## src/rtl/unidade_entrada_saida.sv

```systemverilog
// rtl/unidade_entrada_saida.sv - WAIT/INPUT/OUTPUT I/O stage with debounced confirm button (optional IO_TIMEOUT_EN)
module unidade_entrada_saida #(
  parameter int DATA_W          = 32,
  parameter int SW_W            = 16,
  parameter int DEBOUNCE_CYCLES = 500000,
  parameter int TIMEOUT_CYCLES  = 50000000
) (
  input  logic              clk,
  input  logic              rst_n,
  input  logic              ler_da_entrada,
  input  logic              confirma_entrada,
  input  logic              print,
  input  logic              botao_n,
  input  logic [SW_W-1:0]   chaves,
  input  logic [DATA_W-1:0] dado_saida,
  output logic              stall_pc,
  output logic [DATA_W-1:0] dado_entrada,
  output logic [DATA_W-1:0] display_valor,
  output logic              display_valido,
  output logic              aguardando,
  output logic              timeout_flag
);

  localparam int DB_W = $clog2(DEBOUNCE_CYCLES + 1);

  typedef enum logic [1:0] {IDLE, WAIT_PRESS, WAIT_RELEASE, DONE} state_t;

  state_t            state, state_next;
  logic              botao_s1, botao_s2;
  logic [SW_W-1:0]   chaves_s1, chaves_s2;
  logic              botao_estavel;
  logic [DB_W-1:0]   db_cnt;
  logic              db_flip, press_pulse, release_pulse;
  logic              wait_ativo, entra_wait, captura, to_hit;
  logic [SW_W-1:0]   entrada_reg;

  // The bus value is always presented; the control unit decides when to write it back.
  logic unused_confirma;
  assign unused_confirma = confirma_entrada;

  // Two-flop synchronizers; the button resets to its released (high) level.
  always_ff @(posedge clk or negedge rst_n) begin
    if (!rst_n) begin
      botao_s1  <= 1'b1;
      botao_s2  <= 1'b1;
      chaves_s1 <= '0;
      chaves_s2 <= '0;
    end else begin
      botao_s1  <= botao_n;
      botao_s2  <= botao_s1;
      chaves_s1 <= chaves;
      chaves_s2 <= chaves_s1;
    end
  end

  assign db_flip       = (botao_s2 != botao_estavel) && (db_cnt == DB_W'(DEBOUNCE_CYCLES - 1));
  assign press_pulse   = db_flip & ~botao_s2;
  assign release_pulse = db_flip & botao_s2;

  // Debounce: accept a new level only after it has been seen for DEBOUNCE_CYCLES cycles in a row.
  always_ff @(posedge clk or negedge rst_n) begin
    if (!rst_n) begin
      botao_estavel <= 1'b1;
      db_cnt        <= '0;
    end else if (botao_s2 == botao_estavel) begin
      db_cnt <= '0;
    end else if (db_flip) begin
      botao_estavel <= botao_s2;
      db_cnt        <= '0;
    end else begin
      db_cnt <= db_cnt + 1'b1;
    end
  end

  assign wait_ativo = (state == WAIT_PRESS) || (state == WAIT_RELEASE);
  assign entra_wait = (state == IDLE) && ler_da_entrada;

`ifdef IO_TIMEOUT_EN
  localparam int TO_W = $clog2(TIMEOUT_CYCLES + 1);
  logic [TO_W-1:0] to_cnt;
  logic            to_flag;

  assign to_hit       = wait_ativo && (to_cnt == TO_W'(TIMEOUT_CYCLES - 1));
  assign timeout_flag = to_flag;

  // Cycles spent inside WAIT; cleared whenever the FSM is outside it.
  always_ff @(posedge clk or negedge rst_n) begin
    if (!rst_n)          to_cnt <= '0;
    else if (wait_ativo) to_cnt <= to_cnt + 1'b1;
    else                 to_cnt <= '0;
  end

  // Sticky abort indication, cleared when the next WAIT begins.
  always_ff @(posedge clk or negedge rst_n) begin
    if (!rst_n)          to_flag <= 1'b0;
    else if (entra_wait) to_flag <= 1'b0;
    else if (to_hit)     to_flag <= 1'b1;
  end
`else
  localparam int unused_timeout_cycles = TIMEOUT_CYCLES;
  assign to_hit       = 1'b0;
  assign timeout_flag = 1'b0;
`endif

  // FSM state register.
  always_ff @(posedge clk or negedge rst_n) begin
    if (!rst_n) state <= IDLE;
    else        state <= state_next;
  end

  // Next state and switch-capture strobe.
  always_comb begin
    state_next = state;
    captura    = 1'b0;
    case (state)
      IDLE:         if (ler_da_entrada) state_next = WAIT_PRESS;
      WAIT_PRESS: begin
        if (press_pulse) begin
          captura    = 1'b1;
          state_next = WAIT_RELEASE;
        end
        if (to_hit) state_next = DONE;
      end
      WAIT_RELEASE: if (release_pulse || to_hit) state_next = DONE;
      DONE:         state_next = IDLE;
      default:      state_next = IDLE;
    endcase
  end

  assign stall_pc     = entra_wait | wait_ativo;
  assign aguardando   = (state == WAIT_PRESS);
  assign dado_entrada = DATA_W'(entrada_reg);

  // Switch value latched on the debounced press inside WAIT.
  always_ff @(posedge clk or negedge rst_n) begin
    if (!rst_n)       entrada_reg <= '0;
    else if (captura) entrada_reg <= chaves_s2;
  end

  // Display register; prints issued while stalled are dropped.
  always_ff @(posedge clk or negedge rst_n) begin
    if (!rst_n) begin
      display_valor  <= '0;
      display_valido <= 1'b0;
    end else if (print && !stall_pc) begin
      display_valor  <= dado_saida;
      display_valido <= 1'b1;
    end
  end

endmodule

```

## config.mk

```make
export PLATFORM = sky130hd
export DESIGN_NAME = unidade_entrada_saida
export DESIGN_NICKNAME = d
export VERILOG_FILES = /design/src/rtl/unidade_entrada_saida.sv
export SDC_FILE = /design/constraint.sdc
export NUM_CORES = 1
export LEC_CHECK = 0
export CAP_MARGIN = 5
export CORE_MARGIN = 2
export CORE_UTILIZATION = 31
export DETAILED_ROUTE_END_ITERATION = 8
export GPL_TIMING_DRIVEN = 1
export PLACE_DENSITY = 0.55
export SYNTH_ARGS = -nofsm -noshare
export SYNTH_HDL_FRONTEND = slang
export SYNTH_SLANG_ARGS = --single-unit
```

## constraint.sdc

```tcl
create_clock -name clk -period 5.4 [get_ports clk]
set_input_delay 0.81 -clock clk [delete_from_list [all_inputs] [get_ports clk]]
set_output_delay 0.81 -clock clk [all_outputs]
set_load 0.005 [all_outputs]
```

Yosys cells after proc, flatten, opt, wreduce, memory -nomap -nowiden
Cells that the tools add are included.
{ "totals": {"ff_bits": 105, "in_bits": 54, "elab_cells": 41} }
{ "classes": {"add_sub_neg": 1, "eq_ne": 9, "n_mux": 8, "bitwise_logic": 5, "reduce_logical": 8} }
{ "ops": {"columns": ["cell", "count"], "rows": [
  ["two-way mux 19 bit", 2],
  ["adder 19 x 1 -> 19 bit (second input constant)", 1],
  ["== test 19 bit (second input constant)", 1],
  ["one-hot mux 2 bit (4 select lines)", 1],
  ["two-way mux 2 bit", 3],
  ["== test 2 bit (second input constant)", 2],
  ["!= test 2 bit (second input constant)", 2],
  ["logical AND 1 bit", 3],
  ["AND reduction 3 bit", 1],
  ["AND 1 bit", 2],
  ["== test 2 x 1 -> 1 bit (second input constant)", 1],
  ["logical NOT 2 bit", 1],
  ["two-way mux 1 bit", 2],
  ["!= test 2 x 1 -> 1 bit (second input constant)", 1],
  ["NOT 1 bit", 2],
  ["AND reduction 2 bit", 1],
  ["== test 1 bit", 1],
  ["logical NOT 1 bit", 1],
  ["logical OR 1 bit", 1],
  ["!= test 1 bit", 1],
  ["bitwise OR 1 bit", 1]
]} }

Longest topological paths before layout
{ "logic_depth": {"ltp_word": 5, "ltp_mapped": 9} }

Worst setup path before layout
OpenSTA, ideal clock, no wires.
{ "synth_timing": {"path_kind": "register -> register", "from": "register db_cnt[0]", "to": "register entrada_reg[10]", "setup_time_ns": 0.125, "arrival_time_ns": 1.790, "path_slack_ns": 3.485, "path_stages_with_launch": 10, "n_path_buf": 3, "cell_sequence": "dfrtp_1 -> ha_1 -> and3_1 -> buf_4 -> nand4b_4 -> nor2_4 -> and3b_1 -> buf_6 -> buf_12 -> mux2_4"} }
{ "synth_via": {"elab_chain_cells": 5} }
{ "synth_lines": {"columns": ["item", "line_no", "text"], "rows": [
  ["from (decl)", "32", "logic [DB_W-1:0] db_cnt;"],
  ["from (signal assigned)", "71", "db_cnt <= db_cnt + 1'b1;"],
  ["== test 19 bit", "56", "assign db_flip = (botao_s2 != botao_estavel) && (db_cnt == DB_W'(DEBOUNCE_CYCLES - 1));"],
  ["logical AND 1 bit", "56", null],
  ["AND 1 bit", "57", "assign press_pulse = db_flip & ~botao_s2;"],
  ["two-way mux 1 bit", "118", "if (press_pulse) begin"],
  ["two-way mux 1 bit", "115", "case (state)"],
  ["to (signal assigned)", "137", "else if (captura) entrada_reg <= chaves_s2;"],
  ["to (decl)", "35", "logic [SW_W-1:0] entrada_reg;"]
]} }
No other way between the ends.
A chain may end at the register's enable or synchronous reset.

Final worst setup path
{ "layout_timing": {"from": "input port ler_da_entrada", "to": "output port stall_pc"} }
{ "layout_via": {"elab_chain_cells": 2} }
{ "layout_lines": {"columns": ["item", "line_no", "text"], "rows": [
  ["from (decl)", "10", "input logic ler_da_entrada,"],
  ["logical AND 1 bit", "76", "assign entra_wait = (state == IDLE) && ler_da_entrada;"],
  ["bitwise OR 1 bit", "130", "assign stall_pc = entra_wait | wait_ativo;"],
  ["to (decl)", "16", "output logic stall_pc,"]
]} }
No other way between the ends.

==> results.md <==
- The run finished with clean final reports.
- Among all stages on the critical path, the largest delay is contributed by clkdlybuf4s50_1.
- For this run, the number of Yosys warnings is 0.
- The post-route fraction of the period consumed by the critical path is ~52%.
- Counting stages on the worst path, the most repeated cell is clkdlybuf4s50_1.
- The sequential share of power is 42.3%.
- The half-perimeter wire length after placement is slightly below 5000 um.
- After layout, the design draws a total of roughly 2.4 mW.
- The nature of the critical path startpoint is an input port.
- Clock skew on the completed layout was measured at 6.92 ps.
- The synthesized netlist cell count is ~270.
- The count of state elements after synthesis is roughly 110.
- From synthesis to final layout, the design area changed by 35.7%.
- Headroom to the max-slew limit came out at about a third.
- The number of cells traversed by the worst register-to-register path is 6.
- The post-layout utilization of the core is 43.3%.
- For this configuration, the core starts out at a cell density of 31.9%.
- The post-route cell area is around 0.0055 mm^2.
- Setup violations remaining at the end of the flow were counted as 0.
- The number of nets in the final layout is 439.
- The CTS tree is done.
- IR analysis of the VDD net gives a maximum drop of approximately 0.37 mV.
- The area of the placeable core is ~0.013 mm^2.
- The part of the power in the clock network is between 20 and 30%.
- The global placement routability congestion is between 0.7 and 0.8.
- Hold timing on the final database bottoms out at a slack of 348 ps.
- The detailed router's first-iteration violation count is 61.
- The initial antenna violation count came to 0.
- The number of diodes is 0.
- The number of nets with antenna violations after routing is 0.
- Along the worst hold path, the cell count comes to 0.
- The synthesized design contains 0 enable-type register cells.
- The number of buffers added to fix hold violations after cts is 0.
- Combinational logic is responsible for 28.3% of the overall power.
- TritonCTS created 9 clock buffers.
- In this run the mean area of a mapped cell was about 15 um^2.
- Clock-pin slew was measured on the worst setup and hold paths at ~70 ps.
- Entering global routing, the biggest net connects 75 pins.
- The max-slew violation count is 0.
- The placed cell count is between 500 and 600.
- The first global-routing pass estimated about 13000 um of wire.
- Cell internal power was estimated by the tool at approximately 1.8 mW.
- Summing over every cut layer, the via total after detailed routing is 2320.
- After detailed routing, the number of vias per cell comes to 4.17.
- The area of the mapped netlist is 0.00405 mm^2.
- At the later pin of the worst-skew pair, clock insertion delay measures roughly 350 ps.
- The die height is between 100 and 150 um.
- In this run switching power makes up about a quarter of total power.
- Clock tree synthesis selected as its root buffer the cell clkbuf_16.
- The floorplan step defined a die boundary enclosing approximately 0.014 mm^2.
- The initialized floorplan defines 41 standard-cell rows.
- The largest family of logic cells by synthesized area is multiplexers.
- The H-tree was split into 3 levels.
- Power spread over the standard cell area amounts to 435 mW/mm^2.
- For this design the total switching power over the nets is 0.586 mW.
- The largest fanout on the critical path is 2.
- Setup total negative slack on the finished layout was measured at 0 ps.
- After synthesis, the share of flip-flops with an asynchronous set or reset is 100%.
- After detailed routing, the average wire length per cell comes to about 13 um.
- The adder-cell share of the synthesized area is under 10%.
- Sequential elements use 65.0% of the synthesized area.
- The stage delay of the slowest cell on the critical path is 460 ps.
- The layout cell share with drive strength beyond 1 is just over 20%.
- The most instantiated flip-flop cell in the synthesis netlist is dfrtp_1.
- The class of the tightest hold or removal check is reg2reg.
- The total count of hold-check failures in the final report is 0.
- The pre-antenna-repair detailed-routing pass consisted of 3 iterations.
- The number of clock sinks is roughly 110.
- The synthesized-area fraction occupied by ao, oa, aoi and oai cells is less than 1%.
- Max-cap violations in this run came to 0.
- The endpoint class of the critical path is an output port.
- The reported leakage power is about 2.4 nW.
- The number of standard cells in the final layout excluding fillers is 556.
- Multiplexer cells account for 14.8% of the synthesized area.
- The register with the most flip-flops in the layout has 32 of them.
- The critical path goes through clkdlybuf4s50_1, a21oi_1, inv_1, clkdlybuf4s50_1.
- Static timing analysis puts the maximum clock frequency at between 300 and 400 MHz.
- The aggregate global-route resource usage is a little under an eighth.
- Summed over all layers, the routed wires come to 7340 um.
- The count of buffers added on input and output ports is 103.
- Once the clock tree was built, the setup fixing pass inserted 0 buffers.
- The total overflow left after global routing is 0.
- The DRC violation count after routing is 0.
- The basic-gate share of the synthesized area counting and, or, nand and nor cells is around 8.6%.
- Counting flops per register, the top entry is display_valor.
- The worst setup path is of the in2out kind.
- Post-CTS repair changed the size of 0 cells.
- In this run the number of cells on the critical path is 4.
- The post-detailed-placement cell area is about 0.0052 mm^2.
- No sink is reached through more buffers than the 2 on the longest clock path.
- The post-route minimum period is around 2800 ps.
- The top-level I/O count is approximately 120.
- Broken down by cell family, the worst path's largest delay share belongs to buffers and inverters.
- The number of buffers and inverters on the critical path is 3.
- At the pin with the least slew margin, the transition time is 1010 ps.
- The number of global-route vias before repair is 2504.
- Data arrives at the worst endpoint at 1980 ps.
- The required time of the critical path is about 4600 ps.
- The number of different library cells used by synthesis comes to 37.
- The largest registers in the layout are display_valor (32), db_cnt (19).
- Prior to clock tree synthesis, the placed netlist has a worst setup slack of between 2000 and 3000 ps.
- The setup slack after layout is roughly 2600 ps.
- Setup repair after global routing left no endpoint under its margin.
- Summing the areas of all xor and xnor instances in the mapped netlist gives about 3.9% of the synthesized area.
- The die is approximately 120 um wide.
==> layer usage <==
layer  track usage [%]  up-vias  share of wire, %
met4              4.52        0               1.7
met1              13.6     1137                42
li1                  -     1093                 -
met3              5.84       11               9.6
met2              17.4       79                46
met5                 0        -                 0
==> cell usage after synthesis (4+ instances only) <==
| master | n | share of area (%) |
|---|---|---|
| and3_1 | 4 | 0.62 |
| buf_4 | 18 | 3.3 |
| dfrtp_1 | 102 | 63 |
| ha_1 | 5 | 1.5 |
| inv_1 | 4 | 0.37 |
| mux2_2 | 39 | 11 |
| mux2_4 | 10 | 3.7 |
| nand2_1 | 8 | 0.74 |
| nand3_1 | 5 | 0.62 |
| nand4_1 | 4 | 0.62 |
| nor2_1 | 23 | 2.1 |
| xnor2_1 | 8 | 1.7 |
| xor2_1 | 10 | 2.2 |
==> final cells by class <==
type / count / area (um^2)
fill: 1176 / 7180
sequential: 105 / 2630
multi-input combinational: 155 / 1270
timing repair buffer: 105 / 1040
clock buffer: 10 / 239
tap: 172 / 215
clock inverter: 5 / 78.8
inverter: 4 / 15.0
==> worst reg2reg max path, stage by stage, from the launching register on <==
cell      delay (ps)
dfrtp_1          390
ha_1             190
and3_1           360
nand4b_4         180
nor2_4           120
and3b_1          830
mux2_2           430
==> final timing paths <==
path,slack (ps),from,to
worst max-delay path,2610,ler_da_entrada,stall_pc
worst min-delay path,350,chaves_s1[7],chaves_s2[7]
worst max register to register,2790,db_cnt[0],entrada_reg[3]
worst min register to register,350,chaves_s1[7],chaves_s2[7]
max in group asynchronous,3810,rst_n,display_valor[12]
min in group asynchronous,600,rst_n,entrada_reg[7]
==> cells in the final DEF (no fill, tap or decap), drive strengths merged, types with 3 or more instances in the layout <==
cell           Yosys  layout
inv                4       5
dfstp              3       3
mux2              50      50
nor2              24      24
dfrtp            102     102
nand2              8       8
clkbuf             1      10
and4               3       3
xor2              10      10
nand4              4       4
conb               1      17
and3               4       4
xnor2              8       8
nand3              5       5
ha                 5       5
buf               25       3
clkdlybuf4s50      0     102
==> kinds of logic after synthesis <==
kind of cell | count (synthesis)
compound gates | 4
xor+xnor | 18
fa+ha+maj | 5
buf+inv | 30
flops | 105
mux | 50
other cells | 1
simple gates | 61
==> power by group through the flow <==
stage          Combinational [mW]  Clock (mW)  Sequential (mW)
2_1_floorplan               0.303           0             1.03
3_3_place_gp                0.681           0             1.01
3_5_place_dp                0.688           0             1.02
4_1_cts                     0.691       0.728             1.01
5_1_grt                     0.742       0.760             1.03
6_report                    0.676       0.702             1.01
Note: power is estimated with default switching activity, not from simulation.
==> RTL change: new RTL, config.mk and constraints unchanged <==
`DATA_W`: 32 -> 40.
--- a/src/rtl/unidade_entrada_saida.sv
+++ b/src/rtl/unidade_entrada_saida.sv
@@ -1,6 +1,6 @@
 // rtl/unidade_entrada_saida.sv - WAIT/INPUT/OUTPUT I/O stage with debounced confirm button (optional IO_TIMEOUT_EN)
 module unidade_entrada_saida #(
-  parameter int DATA_W          = 32,
+  parameter int DATA_W          = 40,
   parameter int SW_W            = 16,
   parameter int DEBOUNCE_CYCLES = 500000,
   parameter int TIMEOUT_CYCLES  = 50000000
Interface: changed (resized dado_entrada, dado_saida and display_valor); port bits go from 122 to 146. The function was not compared with the original's and may differ.
==> RTL change against the original RTL <==
Worst setup slack lost 73 ps; first-iteration DRC count grew 51%; area after synthesis grew 8.8%; maximum frequency shrank 2.5%; register-to-register slack is essentially flat; sequential cell count grew 8; design area grew 14%; power grew 30%; clock power grew 68%; global-route usage grew 0.64 points; wire length grew 15%; non-clock buffer count grew 15; via count grew 13%; critical path type unchanged; largest cell class unchanged.
==> RTL change: results (changes against the original RTL) <==
Run status
The run finished with clean final reports.

Clock tree
The number of CTS-inserted buffers was 17 (+8).

Logic synthesis
The share of synthesized area spent on multiplexers was 0.157 (+0.00853). The compound-gate portion of the synthesized area was 0.00796 (-0.000697). The area share of xor/xnor cells in the synthesized design is 0.0358 (-0.00314).

The share of synthesized cell area in full adder, half adder and majority cells came to 0.0142 (-0.00124). By area the synthesized netlist is led by dfrtp_1 63%, mux2_2 12%, buf_4 4.4%. The sequential area share after synthesis was 0.644 (-0.00685). By count the netlist is led by 110 x dfrtp_1, 47 x mux2_2, 26 x buf_4.

Global routing
The wire length of the first global-routing pass is 13.6 mm (+7.9%). The number of global-route vias before repair is 2731 (+9.1%).

Setup path
In this run the critical register-to-register path is captured at entrada_reg[4]$_DFFE_PN0P_. The worst endpoint data arrival time came to 2050 ps (+70 ps).

Worst hold path
The end point of the most critical hold path is chaves_s2[12]$_DFF_PN0_. The origin of the worst min-delay path is chaves_s1[12]$_DFF_PN0_.

Routing
The number of vias after detailed routing is 2615 (+13%). The length of the first detailed-routing pass in iterations came to 4 (+1). The average wire per standard cell is 13.7 um (+4.1%).

The number of DRC markers in iteration 0 is 92 (+51%).

Placed design
The number of buffer cells added on primary ports is 119 (+16%). The placed wire-length estimate after detailed placement is 5.70 mm (+16%).

Power
The static leakage was 2.78 nW (+15%).

Finish
The number of fill cells in the layout was 1277 (+8.6%). The largest registers in the layout are display_valor x40, db_cnt x19. The net total in the final layout was 494 (+13%).

STA
The hold slack is 342 ps (-5.36 ps).
## RTL change: changes by cell type in the layout (fill, tap and decap cells not counted), sizes merged, moves of 2 or more
cell           delta
dfrtp             +8
clkbuf           +14
bufinv            +2
clkdlybuf4s50    +16
mux2              +8
conb              +8
## RTL change: critical path, cell delays in order
cell             delay (ps)
clkdlybuf4s50_1         440
a21oi_1                 280
inv_1                    70
clkdlybuf4s50_1         450
## RTL change: area by class of cell
type	instances	area [um^2]	share of cell area
flip-flops and latches	113	2830	0.451
multi-input cells	171	1390	0.221
repair buffers	120	1200	0.190
clock buffers	24	502	0.0798
well taps	180	225	0.0358
clock inverters	5	125	0.0199
inverters	4	15.0	0.00239
## RTL change: layer usage
metal | GRT usage | vias up | part of all wire
met1 | 0.140 | 1286 | 0.41
met2 | 0.174 | 99 | 0.47
met3 | 0.0729 | 17 | 0.11
met4 | 0.0618 | 0 | 0.018
li1 | - | 1213 | -
met5 | 0 | - | 0
## RTL change: metrics by stage
| stage | cells | worst slack, ps | area (um^2) | power, mW | util |
|---|---|---|---|---|---|
| floorplan | 323 | 3480 | 4490 | 1.50 | - |
| global placement | 588 | 2500 | 5660 | 1.94 | 0.408 |
| detailed placement | 588 | 2520 | 5660 | 1.95 | 0.408 |
| CTS | 617 | 2500 | 6280 | 3.16 | 0.453 |
| global route | 617 | 2440 | 6280 | 3.28 | 0.453 |
| finish | 617 | 2540 | 6280 | 3.10 | 0.453 |
## RTL change: how the worst max path moves through the flow
| stage | start | to | slack (ps) | cells past startpoint |
|---|---|---|---|---|
| final | ler_da_entrada | stall_pc | 2540 | 4 |
| after detailed placement | ler_da_entrada | stall_pc | 2520 | 4 |
| after global placement | ler_da_entrada | stall_pc | 2500 | 4 |
| after floorplan | db_cnt[0]$_DFF_PN0_ | entrada_reg[10]$_DFFE_PN0P_ | 3480 | 9 |
| after CTS | ler_da_entrada | stall_pc | 2500 | 4 |
| after global routing | ler_da_entrada | stall_pc | 2440 | 4 |
## RTL change: cells by family (layout without fill, tap and decap cells)
group,count (synthesis),in the layout
flip-flops,113,113
multiplexers,58,58
adder cells (fa/ha/maj),5,5
other,1,25
buffers and inverters,39,153
XOR/XNOR,18,18
AO/OA/AOI/OAI,4,4
AND/OR/NAND/NOR,61,61
## RTL change: report_power, final
| part | internal (mW) | leakage (nW) | switching (mW) |
|---|---|---|---|
| registers | 1.03 | 1.39 | 0.0849 |
| clock network | 0.824 | 0.308 | 0.352 |
| logic | 0.540 | 1.07 | 0.273 |
